===== src/rtl/fetch_queue_pkg.sv =====
// rtl/fetch_queue_pkg.sv - shared constants for the instruction fetch queue
package fetch_queue_pkg;

  // Instruction word presented to decode when no instruction is available.
  localparam int NOP = 0;

  // Default sequential program-counter step.
  localparam int DEFAULT_PC_INCREMENT = 2;

endpackage


===== src/rtl/fetch_queue_fifo_sync.sv =====
// rtl/fetch_queue_fifo_sync.sv - synchronous FIFO holding fetched {pc, instr} entries
module fifo_sync #(
  parameter int WIDTH = 8,
  parameter int DEPTH = 4
) (
  input  logic                       clock,
  input  logic                       reset,
  input  logic                       clear,
  input  logic                       push,
  input  logic                       pop,
  input  logic [WIDTH-1:0]           din,
  output logic [WIDTH-1:0]           dout,
  output logic                       full,
  output logic                       empty,
  output logic [$clog2(DEPTH):0]     count
);

  localparam int AW = $clog2(DEPTH);
  localparam int CW = AW + 1;

  logic [WIDTH-1:0] mem [DEPTH];
  logic [AW-1:0]    rd_ptr;
  logic [AW-1:0]    wr_ptr;
  logic             do_push;
  logic             do_pop;

  assign full    = (count == CW'(DEPTH));
  assign empty   = (count == '0);
  // A push into a full queue is legal only when the head leaves in the same cycle.
  assign do_push = push & (~full | pop);
  assign do_pop  = pop & ~empty;
  assign dout    = mem[rd_ptr];

  // Pointer and occupancy tracking; clear wins over any push/pop.
  always_ff @(posedge clock or negedge reset) begin
    if (!reset) begin
      rd_ptr <= '0;
      wr_ptr <= '0;
      count  <= '0;
    end else if (clear) begin
      rd_ptr <= '0;
      wr_ptr <= '0;
      count  <= '0;
    end else begin
      if (do_push) wr_ptr <= wr_ptr + 1'b1;
      if (do_pop)  rd_ptr <= rd_ptr + 1'b1;
      case ({do_push, do_pop})
        2'b10:   count <= count + 1'b1;
        2'b01:   count <= count - 1'b1;
        default: count <= count;
      endcase
    end
  end

  // Entry storage; contents are only meaningful between push and pop.
  always_ff @(posedge clock) begin
    if (do_push && !clear) mem[wr_ptr] <= din;
  end

endmodule


===== src/rtl/fetch_queue.sv =====
// rtl/fetch_queue.sv - instruction fetch unit with one in-flight request and a decode queue
module fetch_queue
  import fetch_queue_pkg::*;
#(
  parameter int PC_WIDTH     = 12,
  parameter int PMEM_WIDTH   = 16,
  parameter int PC_INCREMENT = DEFAULT_PC_INCREMENT,
  parameter int DEPTH        = 4,
  parameter int RESET_PC     = 0
) (
  input  logic                  clock,
  input  logic                  reset,
  input  logic                  in_set_pc,
  input  logic [PC_WIDTH-1:0]   in_new_pc,
  input  logic                  in_flush,
  input  logic                  in_ready,
  output logic                  out_pmem_req,
  output logic [PC_WIDTH-1:0]   out_pmem_addr,
  input  logic [PMEM_WIDTH-1:0] in_pmem_instr,
  output logic                  out_valid,
  output logic [PC_WIDTH-1:0]   out_pc,
  output logic [PMEM_WIDTH-1:0] out_instr
);

  localparam int CW = $clog2(DEPTH) + 1;
  localparam int PW = CW + 1;
  localparam int EW = PC_WIDTH + PMEM_WIDTH;

  logic [PC_WIDTH-1:0] fetch_pc;
  logic [PC_WIDTH-1:0] inflight_pc;
  logic                inflight;
  logic                redirect;
  logic                issue;
  logic                push;
  logic                pop;
  logic [PW-1:0]       pending;
  logic [CW-1:0]       count;
  logic                full;
  logic                empty;
  logic [EW-1:0]       head;

  assign redirect = in_set_pc | in_flush;
  // Slots already promised: queued entries plus the response still on its way.
  // A pop in this cycle does not free a slot until the next cycle.
  assign pending  = {1'b0, count} + PW'(inflight);
  assign issue    = reset & ~redirect & ~full & (pending < PW'(DEPTH));
  // Responses arriving during a redirect belong to the old stream and are dropped.
  assign push     = inflight & ~redirect;
  assign pop      = ~empty & in_ready & ~redirect;

  assign out_pmem_req  = issue;
  assign out_pmem_addr = fetch_pc;
  assign out_valid     = ~empty;
  assign out_pc        = empty ? '0 : head[EW-1:PMEM_WIDTH];
  assign out_instr     = empty ? PMEM_WIDTH'(NOP) : head[PMEM_WIDTH-1:0];

  // Fetch PC: redirect loads the target, flush holds, each issued request steps it.
  always_ff @(posedge clock or negedge reset) begin
    if (!reset) begin
      fetch_pc <= PC_WIDTH'(RESET_PC);
    end else if (in_set_pc) begin
      fetch_pc <= in_new_pc;
    end else if (issue) begin
      fetch_pc <= fetch_pc + PC_WIDTH'(PC_INCREMENT);
    end
  end

  // In-flight tracker: remembers the PC of the request whose data arrives next cycle.
  always_ff @(posedge clock or negedge reset) begin
    if (!reset) begin
      inflight    <= 1'b0;
      inflight_pc <= '0;
    end else begin
      inflight <= issue;
      if (issue) inflight_pc <= fetch_pc;
    end
  end

  fifo_sync #(
    .WIDTH (EW),
    .DEPTH (DEPTH)
  ) u_queue (
    .clock (clock),
    .reset (reset),
    .clear (redirect),
    .push  (push),
    .pop   (pop),
    .din   ({inflight_pc, in_pmem_instr}),
    .dout  (head),
    .full  (full),
    .empty (empty),
    .count (count)
  );

endmodule


===== config.mk =====
export PLATFORM = sky130hd
export DESIGN_NAME = fetch_queue
export DESIGN_NICKNAME = d
export VERILOG_FILES = /design/src/rtl/fetch_queue_pkg.sv /design/src/rtl/fetch_queue_fifo_sync.sv /design/src/rtl/fetch_queue.sv
export SDC_FILE = /design/constraint.sdc
export NUM_CORES = 1
export LEC_CHECK = 0
export BUFFER_PORTS_ARGS = -buffer_cell sky130_fd_sc_hd__buf_2
export CORE_AREA = 2 2 126 128
export DETAILED_ROUTE_END_ITERATION = 6
export DIE_AREA = 0 0 128 130
export PLACE_DENSITY_LB_ADDON = 0.05
export SYNTH_ARGS = -nofsm -noshare
export SYNTH_HDL_FRONTEND = slang
export SYNTH_SLANG_ARGS = --single-unit

===== constraint.sdc =====
create_clock -name clock -period 2.2 [get_ports clock]
set_clock_uncertainty 0.15 [all_clocks]
set_input_delay 0.44 -clock clock [delete_from_list [all_inputs] [get_ports clock]]
set_output_delay 0.44 -clock clock [all_outputs]
set_load 0.01 [all_outputs]

# ---- Word level (Yosys, flattened, before mapping)
# Memories as Yosys holds them, arrays and structs flattened.
# Cells that the tools add are included.
dict set report totals {
  reg_bits 32
  latchBits 0
  ram_bits 112
  mem_bits_ro 0
  in_bits 33
  word_cells 49
  n_memories 1
}
dict set report classes {
  add_sub_neg 6
  mul 0
  div 0
  n_lt_le_gt_ge 1
  n_eq_ne 3
  n_shift 0
  muxes 12
  bitwise_logic 13
  n_reduce_logical 7
}
# memory words width rd rd_clocked_by_memory_dff wr line_no
set memory_table {}
lappend memory_table {u_queue.mem 4 28 1 0 1 fetch_queue_fifo_sync.sv:21} ;# logic [WIDTH-1:0] mem [DEPTH];
# cell n
set op_table {}
lappend op_table {{$mux 12} 3}
lappend op_table {{$mux 16} 1}
lappend op_table {{$add 12x2->12 const B} 1}
lappend op_table {{$and 1x1->1} 8}
lappend op_table {{$mux 2} 4}
lappend op_table {{$pmux 3 s2} 1}
lappend op_table {{$reduce_bool 2->1} 3}
lappend op_table {{$add 2x1->2 const B} 2}
lappend op_table {{$add 3x1->4} 1}
lappend op_table {{$lt 4x3->1 const B} 1}
lappend op_table {{$add 3x1->3 const B} 1}
lappend op_table {{$eq 3x3->1 const B} 1}
lappend op_table {{$logic_not 3->1} 1}
lappend op_table {{$mux 3} 1}
lappend op_table {{$not 1->1} 3}
lappend op_table {{$reduce_bool 3->1} 1}
lappend op_table {{$sub 3x1->3 const B} 1}
lappend op_table {{$eq 2x1->1 const B} 1}
lappend op_table {{$eq 2x2->1 const B} 1}
lappend op_table {{$mux 1} 2}
lappend op_table {{$or 1x1->1} 2}
lappend op_table {{$logic_and 1x1->1} 1}
lappend op_table {{$logic_not 1->1} 1}

# ---- Longest topological paths before layout
# Gate-level depths: netlist (run 1).
dict set report logic_depth {
  depth_word 9
  depth_mapped 9
  mapped_depth_nobuf 8
}

# ---- Cells and area by module
# From an unflattened synthesis (run 1), not the netlist that was laid out.
dict set report hier_totals {
  cells_unflattened 341
  area_unflattened_um2 6003.3
}
# mod instances cells_per_inst area_each_um2 seq_area_each_um2
set by_module_without_submodules {}
lappend by_module_without_submodules {fifo_sync 1 207 4598.2 3538.4}
lappend by_module_without_submodules {fetch_queue 1 134 1405.1 625.6}

# ---- Worst setup path before layout (run 1)
# Ideal clock, no wire load.
dict set report synth_path {
  kind {flip-flop to flip-flop}
  from {register u_queue.count[0]}
  to {register u_queue.count[2]}
  setup_time_ns 0.078
  arrival_ns 2.042
  slack_ns -0.069
  path_stages_with_launch 10
  n_path_buf 1
  path_cell_list {dfrtp_1 -> buf_2 -> or3_1 -> nand2_1 -> nor3_1 -> fa_1 -> nor2_1 -> o211ai_1 -> a21o_1 -> a21oi_1}
}
dict set report synth_between {
  elab_chain_len 9
  word_cells_on_any_way 16
  cone_classes {add/sub: 2; eq/ne: 3; mux: 2; bitwise: 7; reduce/logical: 2}
}
# item line_no
set synth_lines {}
lappend synth_lines {{start, declared} fetch_queue_fifo_sync.sv:15} ;# output logic [$clog2(DEPTH):0] count
lappend synth_lines {{start signal, assigned} fetch_queue_fifo_sync.sv:48} ;# 2'b10: count <= count + 1'b1;
lappend synth_lines {{start signal, assigned} fetch_queue_fifo_sync.sv:49} ;# 2'b01: count <= count - 1'b1;
lappend synth_lines {{start signal, assigned} fetch_queue_fifo_sync.sv:50} ;# default: count <= count;
lappend synth_lines {{$logic_not 3->1} fetch_queue_fifo_sync.sv:28} ;# assign empty = (count == '0);
lappend synth_lines {{$not 1->1} {fetch_queue_fifo_sync.sv:31, fetch_queue.sv:49}}
lappend synth_lines {{$and 1x1->1 (2 in series)} fetch_queue.sv:49} ;# assign pop = ~empty & in_ready & ~redirect;
lappend synth_lines {{$or 1x1->1} fetch_queue_fifo_sync.sv:30} ;# assign do_push = push & (~full | pop);
lappend synth_lines {{$and 1x1->1} fetch_queue_fifo_sync.sv:30}
lappend synth_lines {{$eq 2x1->1 or $eq 2x2->1 (tied branches)} fetch_queue_fifo_sync.sv:47} ;# case ({do_push, do_pop})
lappend synth_lines {{$pmux 3 s2} fetch_queue_fifo_sync.sv:47}
lappend synth_lines {{$mux 3} fetch_queue_fifo_sync.sv:40} ;# end else if (clear) begin
# Several ways; a longest one is shown, not always the timed one.
# A chain may end at the register's enable or synchronous reset.

# ---- Worst setup path in the final report (run 1)
dict set report layout_path {
  from {register u_queue.rd_ptr[0]}
  to {output out_pc[7]}
}
dict set report layout_between {
  elab_chain_len 2
}
# item line_no
set layout_lines {}
lappend layout_lines {{start, declared} fetch_queue_fifo_sync.sv:22} ;# logic [AW-1:0] rd_ptr;
lappend layout_lines {{start signal, assigned} fetch_queue_fifo_sync.sv:46} ;# if (do_pop) rd_ptr <= rd_ptr + 1'b1;
lappend layout_lines {{$mem_v2 4x28} --}
lappend layout_lines {{$mux 12} fetch_queue.sv:54} ;# assign out_pc = empty ? '0 : head[EW-1:PMEM_WIDTH];
lappend layout_lines {{end, declared} fetch_queue.sv:21} ;# output logic [PC_WIDTH-1:0] out_pc,
# Every way passes these cells.

==> PnR_summary.wiki, run 1 <==
{| class="wikitable"
! Metric !! Value
|-
| First-pass GRT wire length || 19300 um
|-
| Internal power || 0.00458 W
|-
| Final worst-path setup slack || -0.261 ns
|-
| Net count of the mapped netlist || roughly 410
|-
| Worst vdd rail ir drop || a little over 0.5 mV
|-
| Pin count of the biggest net entering global routing || 33
|-
| Die Area || 16600 um^2
|-
| Switching share of total power || 0.214
|-
| Top post-synthesis cells by area || sky130_fd_sc_hd__edfxtp_1 (56%), sky130_fd_sc_hd__dfrtp_1 (13%), sky130_fd_sc_hd__mux4_2 (11%), sky130_fd_sc_hd__and2_1 (3.4%), sky130_fd_sc_hd__nand2_1 (2.8%)
|-
| Rows || 46
|-
| Amount of wire on met3 after detailed routing || 538 um
|-
| Part of the total power dissipated in the clock network || 0.410
|-
| EDFF count, synth || roughly 110
|-
| 1st-iter DRT viols || 178
|-
| Fin. Hold Viols || 0
|-
| Global route overflow || 0
|-
| Detailed-routed wire length on met2 || roughly 5800 um
|-
| Final routed wire length divided by cell count || 17.5 um
|-
| Sort of element at the end of the critical path || output port
|-
| Count of TritonRoute iterations in the first routing pass || 4
|-
| Fillers || 1354
|-
| Tightest Hold Check Type || input pin to flop
|-
| Hold WS || 0.0873 ns
|-
| DIE WIDTH || 128 um
|-
| Via density per instance || 5.07
|-
| Uppermost metal layer occupied by signal nets || met4
|-
| CTS clock-pin slew for the worst setup and hold paths || around 0.060 ns
|-
| Number of endpoints failing setup at the final stage || 28
|-
| Post-synth top cells || sky130_fd_sc_hd__edfxtp_1 (112), sky130_fd_sc_hd__nand2_1 (45), sky130_fd_sc_hd__and2_1 (32), sky130_fd_sc_hd__dfrtp_1 (32), sky130_fd_sc_hd__mux4_2 (28)
|-
| Share of flip-flops with an asynchronous set or reset after synthesis || 0.222
|-
| Total half-perimeter wirelength after legalization and detailed placement || 7560 um
|-
| Library cell occupying the most area in the post-synthesis netlist || sky130_fd_sc_hd__edfxtp_1
|-
| Final RePlAce weighted congestion || 0.817
|-
| Synthesized instance count || 366
|-
| Gate power share || 0.051
|-
| Reg-to-reg startpoint || u_queue.count[0]
|-
| Relative contribution of sequential cells to total power || 0.539
|-
| Core Region || 15400 um^2
|-
| Maximum buffer depth of the clock tree || 2
|-
| Number of DRC violations after detailed routing || 0
|-
| Startpoint of the tightest hold check path || in_pmem_instr[4]
|-
| Combined global-route utilization of all metal layers || 0.157
|-
| Result of the run || finished, violations left
|-
| Count of H-tree levels built during CTS || 4
|-
| Skew-Pair Late Insertion Delay || 0.42 ns
|-
| Proportion of synthesized chip area in sequential cells || 0.699
|-
| Antenna diode instance count || 0
|-
| Effective utilization at floorplan || 0.386
|-
| DRT Wirelength || 11900 um
|-
| CP max-delay cell || sky130_fd_sc_hd__mux4_2
|-
| Tmin final || ~2.5 ns
|-
| Crit-path max cell delay || 0.48 ns
|-
| Pwr dens || 776 nW/um^2
|-
| Area taken by flip-flops and latches || 4170 um^2
|-
| Prevailing post-synth register cell || sky130_fd_sc_hd__edfxtp_1
|-
| Required time at the endpoint of the critical path || 1.61 ns
|-
| Combined area of the multi-input logic cells || 1710 um^2
|-
| Failing checks || negative setup slack
|-
| Flops & latches, synth || approximately 140
|-
| Number of stages on the worst hold path || 1
|-
| Max_cap viols || 0
|-
| Leakage power || 2.82 nW
|-
| Ratio of cells with drive above 1 in the final layout || 0.391
|-
| Worst-path fanout max || 5
|-
| Sinks on the clock net || about 140
|-
| Endpoint of the worst register-to-register path || u_queue.count[1]
|-
| Die height || 130 um
|-
| Antenna violations before repair || 0
|-
| Area fraction of the dominant cell type after synthesis || 0.565
|-
| Most frequently used cell type in the post-synthesis netlist || sky130_fd_sc_hd__edfxtp_1
|-
| Startpoint-to-endpoint class of the critical path || flop to output port
|-
| Sink of the worst hold path || u_queue.mem[3][4]
|-
| Clock tree from TritonCTS || done
|-
| Actual slew at the worst max-slew pin || about 0.43 ns
|-
| Placed Cells || 642
|-
| Via count of the first global-routing pass || 3579
|-
| Detailed-route wire length on metal 1 || 5400 um
|-
| Area added between synthesis and finish || 26.1%
|-
| Syn avg cell area || 16.3 um^2
|-
| R2r worst-path depth || 7
|-
| Number of distinct library cell variants in the gate-level netlist after synthesis || 47
|-
| Worst slew margin relative to its limit || 0.713
|-
| Post-synthesis instance area || 5960 um^2
|-
| Count of input and output buffers || 74
|-
| Startpoint type of the worst setup path || flop
|-
| Top Ports || 75
|-
| Total number of vias || 3437
|-
| Dpl ws || 0.0458 ns
|-
| Clk root buf || sky130_fd_sc_hd__clkbuf_16
|-
| Synthesis warning total || 0
|-
| Post-route insts no fill || slightly below 700
|-
| Critical path arrival || 1.87 ns
|-
| Final antenna-violating net count || 0
|-
| Number of buffers created by CTS || 17
|-
| Nets@finish || between 500 and 600
|-
| Post-Route Setup TNS || -6.26 ns
|-
| Cells along the critical path || buf_4 -> buf_16 -> mux4_2 -> and2_1 -> buf_2
|-
| Part of the cycle the worst path needs || 1.12
|-
| Setup repair after global routing missed its margin || true
|-
| Peak Freq || 406 MHz
|-
| Number of pins with negative max-slew slack in the final report || 0
|-
| Register-to-register setup slack || 0.13 ns
|-
| Net Sw Power || 0.00124 W
|}
-- kinds of logic after synthesis --
group	after synthesis	share of synthesized area
DFF	144	0.699
and+or+nand+nor	117	0.104
AOI/OAI and AO/OA	38	0.0448
muxes	31	0.111
buffers and inverters	26	0.0214
adders and majority gates	6	0.0139
xor gates and xnor gates	4	0.00588
-- final cells by class --
cell class,count,area share
multi-input cells,196,0.228
inverters,6,0.00300
flip-flops and latches,144,0.554
clock inverters,10,0.00650
repair buffers,110,0.118
clock buffers,20,0.0581
well taps,192,0.0320
-- metrics by stage --
| step | cell area, um^2 | utilization | power (W) |
|---|---|---|---|
| final | 7510 | 0.487 | 0.00583 |
| after global routing | 7510 | 0.487 | 0.00606 |
| after CTS | 7490 | 0.486 | 0.00589 |
| after detailed placement | 6800 | 0.441 | 0.00348 |
| after global placement | 6800 | 0.441 | 0.00347 |
| after floorplan | 5970 | - | 0.00332 |
-- sequential cells by signal, summed over array words and instances (netlist names) --
signal and cells:
u_queue.mem 112, u_queue.rd_ptr 2, out_pmem_addr 12, inflight_pc 12, inflight 1, u_queue.count 3, u_queue.wr_ptr 2
-- power groups by stage --
stage | registers [W] | logic [W] | clock network, W
floorplan | 0.00317 | 0.000142 | 0
global placement | 0.00319 | 0.000280 | 0
detailed placement | 0.00320 | 0.000284 | 0
CTS | 0.00314 | 0.000298 | 0.00245
global route | 0.00316 | 0.000333 | 0.00257
finish | 0.00314 | 0.000295 | 0.00239
-- critical path: cells and delay by family (launching register included) --
family                 cells  cell delay (ns)
and+or+nand+nor            1             0.17
DFF                        1             0.40
muxes                      1             0.48
buffers and inverters      3             0.39
-- routing by layer --
metal / track usage / up-vias
met4: 0.0614 / 0
met1: 0.202 / 1725
met5: 0 / -
li1: - / 1610
met2: 0.254 / 88
met3: 0.0455 / 14
-- worst max-delay path by stage --
stage / startpoint / end
finish: u_queue.rd_ptr[0] / out_pc[7]
global route: u_queue.rd_ptr[0] / out_instr[2]
CTS: u_queue.rd_ptr[0] / out_pc[7]
detailed placement: in_flush / u_queue.count[1]
global placement: in_flush / u_queue.count[1]
floorplan: in_set_pc / u_queue.count[1]
-- timing repair --
action / 4_1_cts / 5_1_grt
gates cloned: 2 / 0
setup endpoints to repair: 30 / 30
pin swaps: 1 / 4
endpoints found under the hold margin: 32 / 0
hold buffers: 1 / 0
buffers inserted: 5 / 0
gates resized for setup: 24 / 11
-- cells in the final DEF (no fill, tap or decap), types with 4 or more instances in the layout --
cell	n
sky130_fd_sc_hd__edfxtp_1	112
sky130_fd_sc_hd__buf_2	59
sky130_fd_sc_hd__nand2_1	45
sky130_fd_sc_hd__dfrtp_1	31
sky130_fd_sc_hd__mux4_2	28
sky130_fd_sc_hd__buf_4	23
sky130_fd_sc_hd__clkbuf_16	17
sky130_fd_sc_hd__and2_1	15
sky130_fd_sc_hd__buf_6	15
sky130_fd_sc_hd__and2_4	13
sky130_fd_sc_hd__buf_12	10
sky130_fd_sc_hd__nor2_1	8
sky130_fd_sc_hd__o21ai_0	8
sky130_fd_sc_hd__nand3_1	7
sky130_fd_sc_hd__inv_1	5
sky130_fd_sc_hd__a21oi_1	5
sky130_fd_sc_hd__a221o_1	5
sky130_fd_sc_hd__ha_1	5
sky130_fd_sc_hd__clkinv_1	5
sky130_fd_sc_hd__nor3_1	4
sky130_fd_sc_hd__and2_2	4
sky130_fd_sc_hd__a21o_1	4
Note: power is estimated with default switching activity, not from simulation.
==> run 2, diff against run 1 <==
--- a/config.mk
+++ b/config.mk
@@ -7,6 +7,7 @@
 export LEC_CHECK = 0
 export BUFFER_PORTS_ARGS = -buffer_cell sky130_fd_sc_hd__buf_2
 export CORE_AREA = 2 2 126 128
+export CTS_BUF_LIST = sky130_fd_sc_hd__clkbuf_8
 export DETAILED_ROUTE_END_ITERATION = 6
 export DIE_AREA = 0 0 128 130
 export PLACE_DENSITY_LB_ADDON = 0.05
==> run 2 against run 1 <==
  * The run still ends with negative setup slack left
  * Combinational power is essentially flat
  * Critical path type unchanged
  * Core utilization is 1.2 points lower
  * Sequential power about the same
  * Via count shrank 0.35%
  * Register-to-register slack is essentially flat
  * Final cell count unchanged
  * Global-route usage shrank 0.16 points
  * Largest power group unchanged
  * Largest cell class unchanged
  * Hold slack got worse by 0.016 ns
  * Die area is the same
==> PnR_summary.wiki, run 2 (synthesized netlist as in run 1, its figures left out) <==
{| class="wikitable"
! Metric !! Value
|-
| Final routed wire length divided by cell count || 17.4 um (-0.89%)
|-
| Final RePlAce weighted congestion || 0.817 (unchanged)
|-
| Combined global-route utilization of all metal layers || 0.155 (-0.00163)
|-
| Antenna violations before repair || 0 (unchanged)
|-
| Worst vdd rail ir drop || 0.352 mV (-32%)
|-
| Global route overflow || 0 (unchanged)
|-
| Tightest Hold Check Type || input pin to flop
|-
| Startpoint type of the worst setup path || flop
|-
| Skew-Pair Late Insertion Delay || 0.43 ns (about the same)
|-
| Total half-perimeter wirelength after legalization and detailed placement || 7560 um (unchanged)
|-
| Actual slew at the worst max-slew pin || 0.428 ns (-0.00184 ns)
|-
| Top Ports || 75 (unchanged)
|-
| Die height || 130 um (unchanged)
|-
| Count of TritonRoute iterations in the first routing pass || 4 (unchanged)
|-
| Count of H-tree levels built during CTS || 4 (unchanged)
|-
| 1st-iter DRT viols || 172 (-3.4%)
|-
| Pwr dens || 687 nW/um^2 (-11%)
|-
| Sort of element at the end of the critical path || output port
|-
| Worst-path fanout max || 5 (unchanged)
|-
| Required time at the endpoint of the critical path || 1.61 ns (about the same)
|-
| Max FFs per register || 112 (unchanged)
|-
| DIE WIDTH || 128 um (unchanged)
|-
| Critical path arrival || 1.89 ns (+0.02 ns)
|-
| Clk root buf || sky130_fd_sc_hd__clkbuf_8
|-
| Nets@finish || 514 (unchanged)
|-
| Number of DRC violations after detailed routing || 0 (unchanged)
|-
| Switching share of total power || 0.225 (+0.0110)
|-
| Reg-to-reg startpoint || u_queue.count[2]
|-
| Via density per instance || 5.05 (-0.35%)
|-
| Top library cells by usage in the layout, fill and taps aside || sky130_fd_sc_hd__edfxtp_1 (112), sky130_fd_sc_hd__buf_2 (58), sky130_fd_sc_hd__nand2_1 (45)
|-
| Part of the total power dissipated in the clock network || 0.318 (-0.092)
|-
| Tmin final || 2.48 ns (+0.0184 ns)
|-
| Post-Route Setup TNS || -6.42 ns (-0.163 ns)
|-
| Worst slew margin relative to its limit || 0.715 (+0.00122)
|-
| Clock tree from TritonCTS || done
|-
| CTS clock-pin slew for the worst setup and hold paths || 0.07 ns (about the same)
|-
| Most flops, register || u_queue.mem
|-
| Setup repair after global routing missed its margin || true
|-
| Number of endpoints failing setup at the final stage || 28 (unchanged)
|-
| Antenna diode instance count || 0 (unchanged)
|-
| Final antenna-violating net count || 0 (unchanged)
|-
| R2r worst-path depth || 7 (unchanged)
|-
| Register-to-register setup slack || 0.13 ns (about the same)
|-
| Number of pins with negative max-slew slack in the final report || 0 (unchanged)
|-
| Core Region || 15400 um^2 (unchanged)
|-
| Fillers || 1364 (+0.74%)
|-
| DRT Wirelength || 11800 um (-0.89%)
|-
| Via count of the first global-routing pass || 3597 (+0.50%)
|-
| Internal power || 0.00391 W (-15%)
|-
| Post-route standard cell area excluding fillers || 7330 um^2 (-2.4%)
|-
| Most common cell after layout, fill and taps aside || sky130_fd_sc_hd__edfxtp_1
|-
| Worst setup path startpoint || u_queue.rd_ptr[0]
|-
| Peak Freq || 403 MHz (-0.74%)
|-
| Effective utilization at floorplan || 0.386 (unchanged)
|-
| Final worst-path setup slack || -0.279 ns (-0.0184 ns)
|-
| Rows || 46 (unchanged)
|-
| Dpl ws || 0.0458 ns (unchanged)
|-
| Endpoint of the worst setup timing path || out_pc[7]
|-
| Sinks on the clock net || 144 (unchanged)
|-
| Die Area || 16600 um^2 (unchanged)
|-
| First-pass GRT wire length || 19200 um (-0.50%)
|-
| Area added between synthesis and finish || 23.1%
|-
| Maximum buffer depth of the clock tree || 2 (unchanged)
|-
| Relative contribution of sequential cells to total power || 0.623 (+0.084)
|-
| Count of input and output buffers || 74 (unchanged)
|-
| Number of buffers created by CTS || 17 (unchanged)
|-
| Part of the cycle the worst path needs || 1.13 (+0.00838)
|-
| Startpoint of the tightest hold check path || in_pmem_instr[4]
|-
| Fin. Hold Viols || 0 (unchanged)
|-
| Failing checks || negative setup slack
|-
| Max_cap viols || 0 (unchanged)
|-
| Gate power share || 0.059 (+0.008)
|-
| Instance area after placement || 6800 um^2 (unchanged)
|-
| Ratio of cells with drive above 1 in the final layout || 0.391 (unchanged)
|-
| Net Sw Power || 0.00113 W (-9.1%)
|-
| Result of the run || finished, violations left
|-
| Total number of vias || 3425 (-0.35%)
|-
| Pin count of the biggest net entering global routing || 33 (unchanged)
|-
| Endpoint of the worst register-to-register path || u_queue.count[1]
|-
| Startpoint-to-endpoint class of the critical path || flop to output port
|-
| Leakage power || 2.75 nW (-2.6%)
|}
[run 2: cell count changes in the layout (fill, tap and decap cells not counted), sizes merged]
cell    delta
clkbuf     -3
inv        +3
[run 2: worst max-delay path, stage by stage (launching register included)]
cell and delay, ns:
sky130_fd_sc_hd__dfrtp_2 0.41, sky130_fd_sc_hd__buf_4 0.14, sky130_fd_sc_hd__buf_16 0.12, sky130_fd_sc_hd__mux4_2 0.48
sky130_fd_sc_hd__and2_1 0.17, sky130_fd_sc_hd__buf_2 0.13
[run 2: per-stage QoR]
step                 util  power, W  hold WS (ns)  instances
floorplan               -   0.00332      -0.00559        366
global placement    0.441   0.00347         0.348        642
detailed placement  0.441   0.00348         0.357        642
CTS                 0.475   0.00511        0.0372        680
global route        0.475   0.00527        0.0476        678
finish              0.475   0.00504        0.0711        678
[run 2: worst min-delay path by stage]
stage | to | slack, ns | depth (start not counted)
after global routing | u_queue.mem[2][3] | 0.05 | 1
after detailed placement | inflight_pc[0] | 0.36 | 2
after floorplan | inflight | -0.006 | 0
final | u_queue.mem[3][4] | 0.07 | 1
after global placement | u_queue.mem[2][21] | 0.35 | 0
after CTS | u_queue.mem[0][4] | 0.04 | 1
[run 2: cell type report]
type / instances / area (um^2) / area share
clock inverter: 13 / 60.1 / 0.00819
sequential: 144 / 4170 / 0.568
tap: 192 / 240 / 0.0328
clock buffer: 17 / 234 / 0.0319
timing repair buffer: 110 / 900 / 0.123
multi-input combinational: 196 / 1710 / 0.233
inverter: 6 / 22.5 / 0.00307
[run 2: power groups by stage]
stage / Clock, W / Combinational [W] / Sequential [W]
floorplan: 0 / 0.000142 / 0.00317
global placement: 0 / 0.000280 / 0.00319
detailed placement: 0 / 0.000284 / 0.00320
CTS: 0.00167 / 0.000300 / 0.00314
global route: 0.00178 / 0.000334 / 0.00315
finish: 0.00160 / 0.000296 / 0.00314
[run 2: routing by layer]
metal  up-vias  routed length (um)  GRT usage
li1       1606                   -          -
met1      1725                5350      0.201
met2        80                5780      0.255
met3        14                 459     0.0344
met4         0                 182     0.0672
met5         -                   0          0
[run 2: repair_timing]
item                                    in CTS  in global routing
buffers inserted                             5                  0
hold buffers                                 1                  0
gates cloned                                 2                  0
resized for setup                           28                  9
pin swaps                                   17                  1
hold endpoints to repair                    32                  0
endpoints found under the setup margin      30                 30
==> run 3, diff against run 2 <==
--- a/config.mk
+++ b/config.mk
@@ -11,6 +11,8 @@
 export DETAILED_ROUTE_END_ITERATION = 6
 export DIE_AREA = 0 0 128 130
 export PLACE_DENSITY_LB_ADDON = 0.05
+export REMOVE_ABC_BUFFERS = 1
+export SKIP_CTS_REPAIR_TIMING = 1
 export SYNTH_ARGS = -nofsm -noshare
 export SYNTH_HDL_FRONTEND = slang
 export SYNTH_SLANG_ARGS = --single-unit
==> run 3 against run 2 <==
  * Non-clock buffer count down 5
  * Largest cell class unchanged
  * Maximum frequency up 0.78%
  * The flow still finishes with violations (negative setup slack)
  * Routed wire length up 0.92%
  * Combinational power about the same
  * Core utilization down 0.31 points
  * Final cell count down 0.44%
  * Power up 2.0%
  * Via count down 1.7%
==> PnR_summary.wiki, run 3 (synthesized netlist as in run 1, its figures left out) <==
{| class="wikitable"
! Metric !! Value
|-
| Number of DRC violations after detailed routing || 0 (unchanged)
|-
| Critical path arrival || 1.87 ns (-0.02 ns)
|-
| Antenna violations before repair || 0 (unchanged)
|-
| Switching share of total power || 0.236 (+0.0120)
|-
| Final antenna-violating net count || 0 (unchanged)
|-
| CP max-delay cell || sky130_fd_sc_hd__mux4_2
|-
| CTS clock-pin slew for the worst setup and hold paths || 0.08 ns (about the same)
|-
| Most common cell after layout, fill and taps aside || sky130_fd_sc_hd__edfxtp_1
|-
| Count of buffer and inverter cells on the critical path || 2 (-1)
|-
| Startpoint of the tightest hold check path || in_new_pc[10]
|-
| Net Sw Power || 0.00122 W (+7.5%)
|-
| Sink of the worst hold path || out_pmem_addr[10]
|-
| Via density per instance || 4.99 (-1.2%)
|-
| Most flops, register || u_queue.mem
|-
| First-pass GRT wire length || 18700 um (-2.6%)
|-
| Die Area || 16600 um^2 (unchanged)
|-
| Sinks on the clock net || 144 (unchanged)
|-
| Cells along the critical path || buf_12 -> mux4_2 -> and2_4 -> buf_6
|-
| Skew-Pair Late Insertion Delay || 0.43 ns (about the same)
|-
| Result of the run || finished, violations left
|-
| Global route overflow || 0 (unchanged)
|-
| Reg-to-reg startpoint || u_queue.count[0]
|-
| Final routed wire length divided by cell count || 17.6 um (+1.4%)
|-
| Clk root buf || sky130_fd_sc_hd__clkbuf_8
|-
| Number of endpoints failing setup at the final stage || 28 (unchanged)
|-
| Endpoint of the worst register-to-register path || u_queue.count[1]
|-
| Ratio of cells with drive above 1 in the final layout || 0.391 (about the same)
|-
| Worst slew margin relative to its limit || 0.717 (+0.00261)
|-
| Setup repair after global routing missed its margin || true
|-
| Startpoint type of the worst setup path || flop
|-
| Count of TritonRoute iterations in the first routing pass || 6 (+2)
|-
| Max FFs per register || 112 (unchanged)
|-
| Part of the cycle the worst path needs || 1.12 (-0.00876)
|-
| Pin count of the biggest net entering global routing || 33 (unchanged)
|-
| Register-to-register setup slack || 0.06 ns (-0.07 ns)
|-
| Top Ports || 75 (unchanged)
|-
| Post-route standard cell area excluding fillers || 7280 um^2 (-0.65%)
|-
| R2r worst-path depth || 7 (unchanged)
|-
| Worst vdd rail ir drop || 0.321 mV (-8.8%)
|-
| Area added between synthesis and finish || 22.3%
|-
| Clock tree from TritonCTS || done
|-
| Tmin final || 2.46 ns (-0.0193 ns)
|-
| Number of stages on the worst hold path || 3 (+2)
|-
| Fin. Hold Viols || 0 (unchanged)
|-
| Number of pins with negative max-slew slack in the final report || 0 (unchanged)
|-
| Gate power share || 0.057 (-0.002)
|-
| Tightest Hold Check Type || input pin to flop
|-
| Actual slew at the worst max-slew pin || 0.424 ns (-0.00392 ns)
|-
| DIE WIDTH || 128 um (unchanged)
|-
| Instance area after placement || 6720 um^2 (-1.1%)
|-
| Count of H-tree levels built during CTS || 4 (unchanged)
|-
| Crit-path max cell delay || 0.51 ns (+0.03 ns)
|-
| Final worst-path setup slack || -0.260 ns (+0.0193 ns)
|-
| Startpoint-to-endpoint class of the critical path || flop to output port
|-
| Combined global-route utilization of all metal layers || 0.152 (-0.00292)
|-
| Post-Route Setup TNS || -6.35 ns (+0.0686 ns)
|-
| Count of input and output buffers || 74 (unchanged)
|-
| Leakage power || 2.73 nW (-0.89%)
|-
| DRT Wirelength || 11900 um (+0.92%)
|-
| Max_cap viols || 0 (unchanged)
|-
| Internal power || 0.00393 W (+0.46%)
|-
| Peak Freq || 406 MHz (+0.78%)
|-
| 1st-iter DRT viols || 234 (+36%)
|-
| Total half-perimeter wirelength after legalization and detailed placement || 7270 um (-3.9%)
|-
| Failing checks || negative setup slack
|-
| Rows || 46 (unchanged)
|-
| Core Region || 15400 um^2 (unchanged)
|-
| Worst-path fanout max || 16 (+11)
|-
| Effective utilization at floorplan || 0.386 (unchanged)
|-
| Maximum buffer depth of the clock tree || 2 (unchanged)
|-
| Final RePlAce weighted congestion || 0.786 (-3.8%)
|-
| Nets@finish || 509 (-0.97%)
|-
| Cell class contributing the biggest share of worst-path delay || multiplexers
|-
| Antenna diode instance count || 0 (unchanged)
|-
| Top library cells by usage in the layout, fill and taps aside || sky130_fd_sc_hd__edfxtp_1 (112), sky130_fd_sc_hd__buf_2 (56), sky130_fd_sc_hd__nand2_1 (44)
|-
| Required time at the endpoint of the critical path || 1.61 ns (about the same)
|-
| Die height || 130 um (unchanged)
|-
| Part of the total power dissipated in the clock network || 0.332 (+0.014)
|-
| Sort of element at the end of the critical path || output port
|-
| Relative contribution of sequential cells to total power || 0.611 (-0.012)
|-
| Total number of vias || 3368 (-1.7%)
|-
| Via count of the first global-routing pass || 3395 (-5.6%)
|-
| Pwr dens || 706 nW/um^2 (+2.7%)
|-
| Number of buffers created by CTS || 17 (unchanged)
|}
## run 3: cell types whose count changed in the layout (fill, tap and decap cells not counted), sizes merged
cell    delta
buf        -5
clkinv     +4
inv        -2
## run 3: through the flow
step | setup WS [ns] | util | hold slack (ns) | total power [W] | instances
after global routing | -0.371 | 0.472 | 0.0293 | 0.00538 | 675
final | -0.260 | 0.472 | 0.0630 | 0.00514 | 675
after floorplan | -0.485 | - | -0.00559 | 0.00330 | 346
after global placement | 0.0578 | 0.436 | 0.344 | 0.00347 | 635
after CTS | -0.376 | 0.456 | -0.0770 | 0.00520 | 667
after detailed placement | 0.0450 | 0.436 | 0.367 | 0.00348 | 635
## run 3: how the worst max path moves through the flow
stage / cells past startpoint / from / end / slack, ns
after CTS: 4 / u_queue.rd_ptr[0] / out_pc[0] / -0.38
after detailed placement: 7 / u_queue.count[0] / u_queue.count[1] / 0.05
after global placement: 7 / in_set_pc / u_queue.count[1] / 0.06
final: 4 / u_queue.rd_ptr[0] / out_instr[9] / -0.26
after floorplan: 2 / u_queue.rd_ptr[0] / out_instr[0] / -0.49
after global routing: 4 / u_queue.rd_ptr[0] / out_instr[7] / -0.37
## run 3: power by group through the flow
stage	clock network (W)	logic [W]	registers, W
2_1_floorplan	0	0.000123	0.00318
3_3_place_gp	0	0.000274	0.00319
3_5_place_dp	0	0.000278	0.00320
4_1_cts	0.00178	0.000279	0.00314
5_1_grt	0.00189	0.000328	0.00316
6_report	0.00171	0.000293	0.00314
## run 3: cell type report
| type | instances | area [um^2] |
|---|---|---|
| clock buffer | 17 | 234 |
| clock inverter | 15 | 80.1 |
| fill | 1389 | 8140 |
| inverter | 6 | 22.5 |
| multi-input combinational | 196 | 1720 |
| sequential | 144 | 4170 |
| tap | 192 | 240 |
| timing repair buffer | 105 | 822 |
## run 3: routing by layer
| layer | global-route usage | vias up | wire length, um |
|---|---|---|---|
| li1 | - | 1605 | - |
| met1 | 0.202 | 1666 | 5530 |
| met2 | 0.242 | 82 | 5690 |
| met3 | 0.0398 | 15 | 475 |
| met4 | 0.0621 | 0 | 179 |
| met5 | 0 | - | 0 |
## run 3: worst reg2reg max path, cell delays in order (launching register included)
cell and delay (ns):
sky130_fd_sc_hd__dfrtp_1 0.40, sky130_fd_sc_hd__or3_4 0.43, sky130_fd_sc_hd__nand2_4 0.07, sky130_fd_sc_hd__nor3_1 0.05
sky130_fd_sc_hd__fa_2 0.53, sky130_fd_sc_hd__nand2b_1 0.10, sky130_fd_sc_hd__a21oi_1 0.06, sky130_fd_sc_hd__nor4_1 0.26
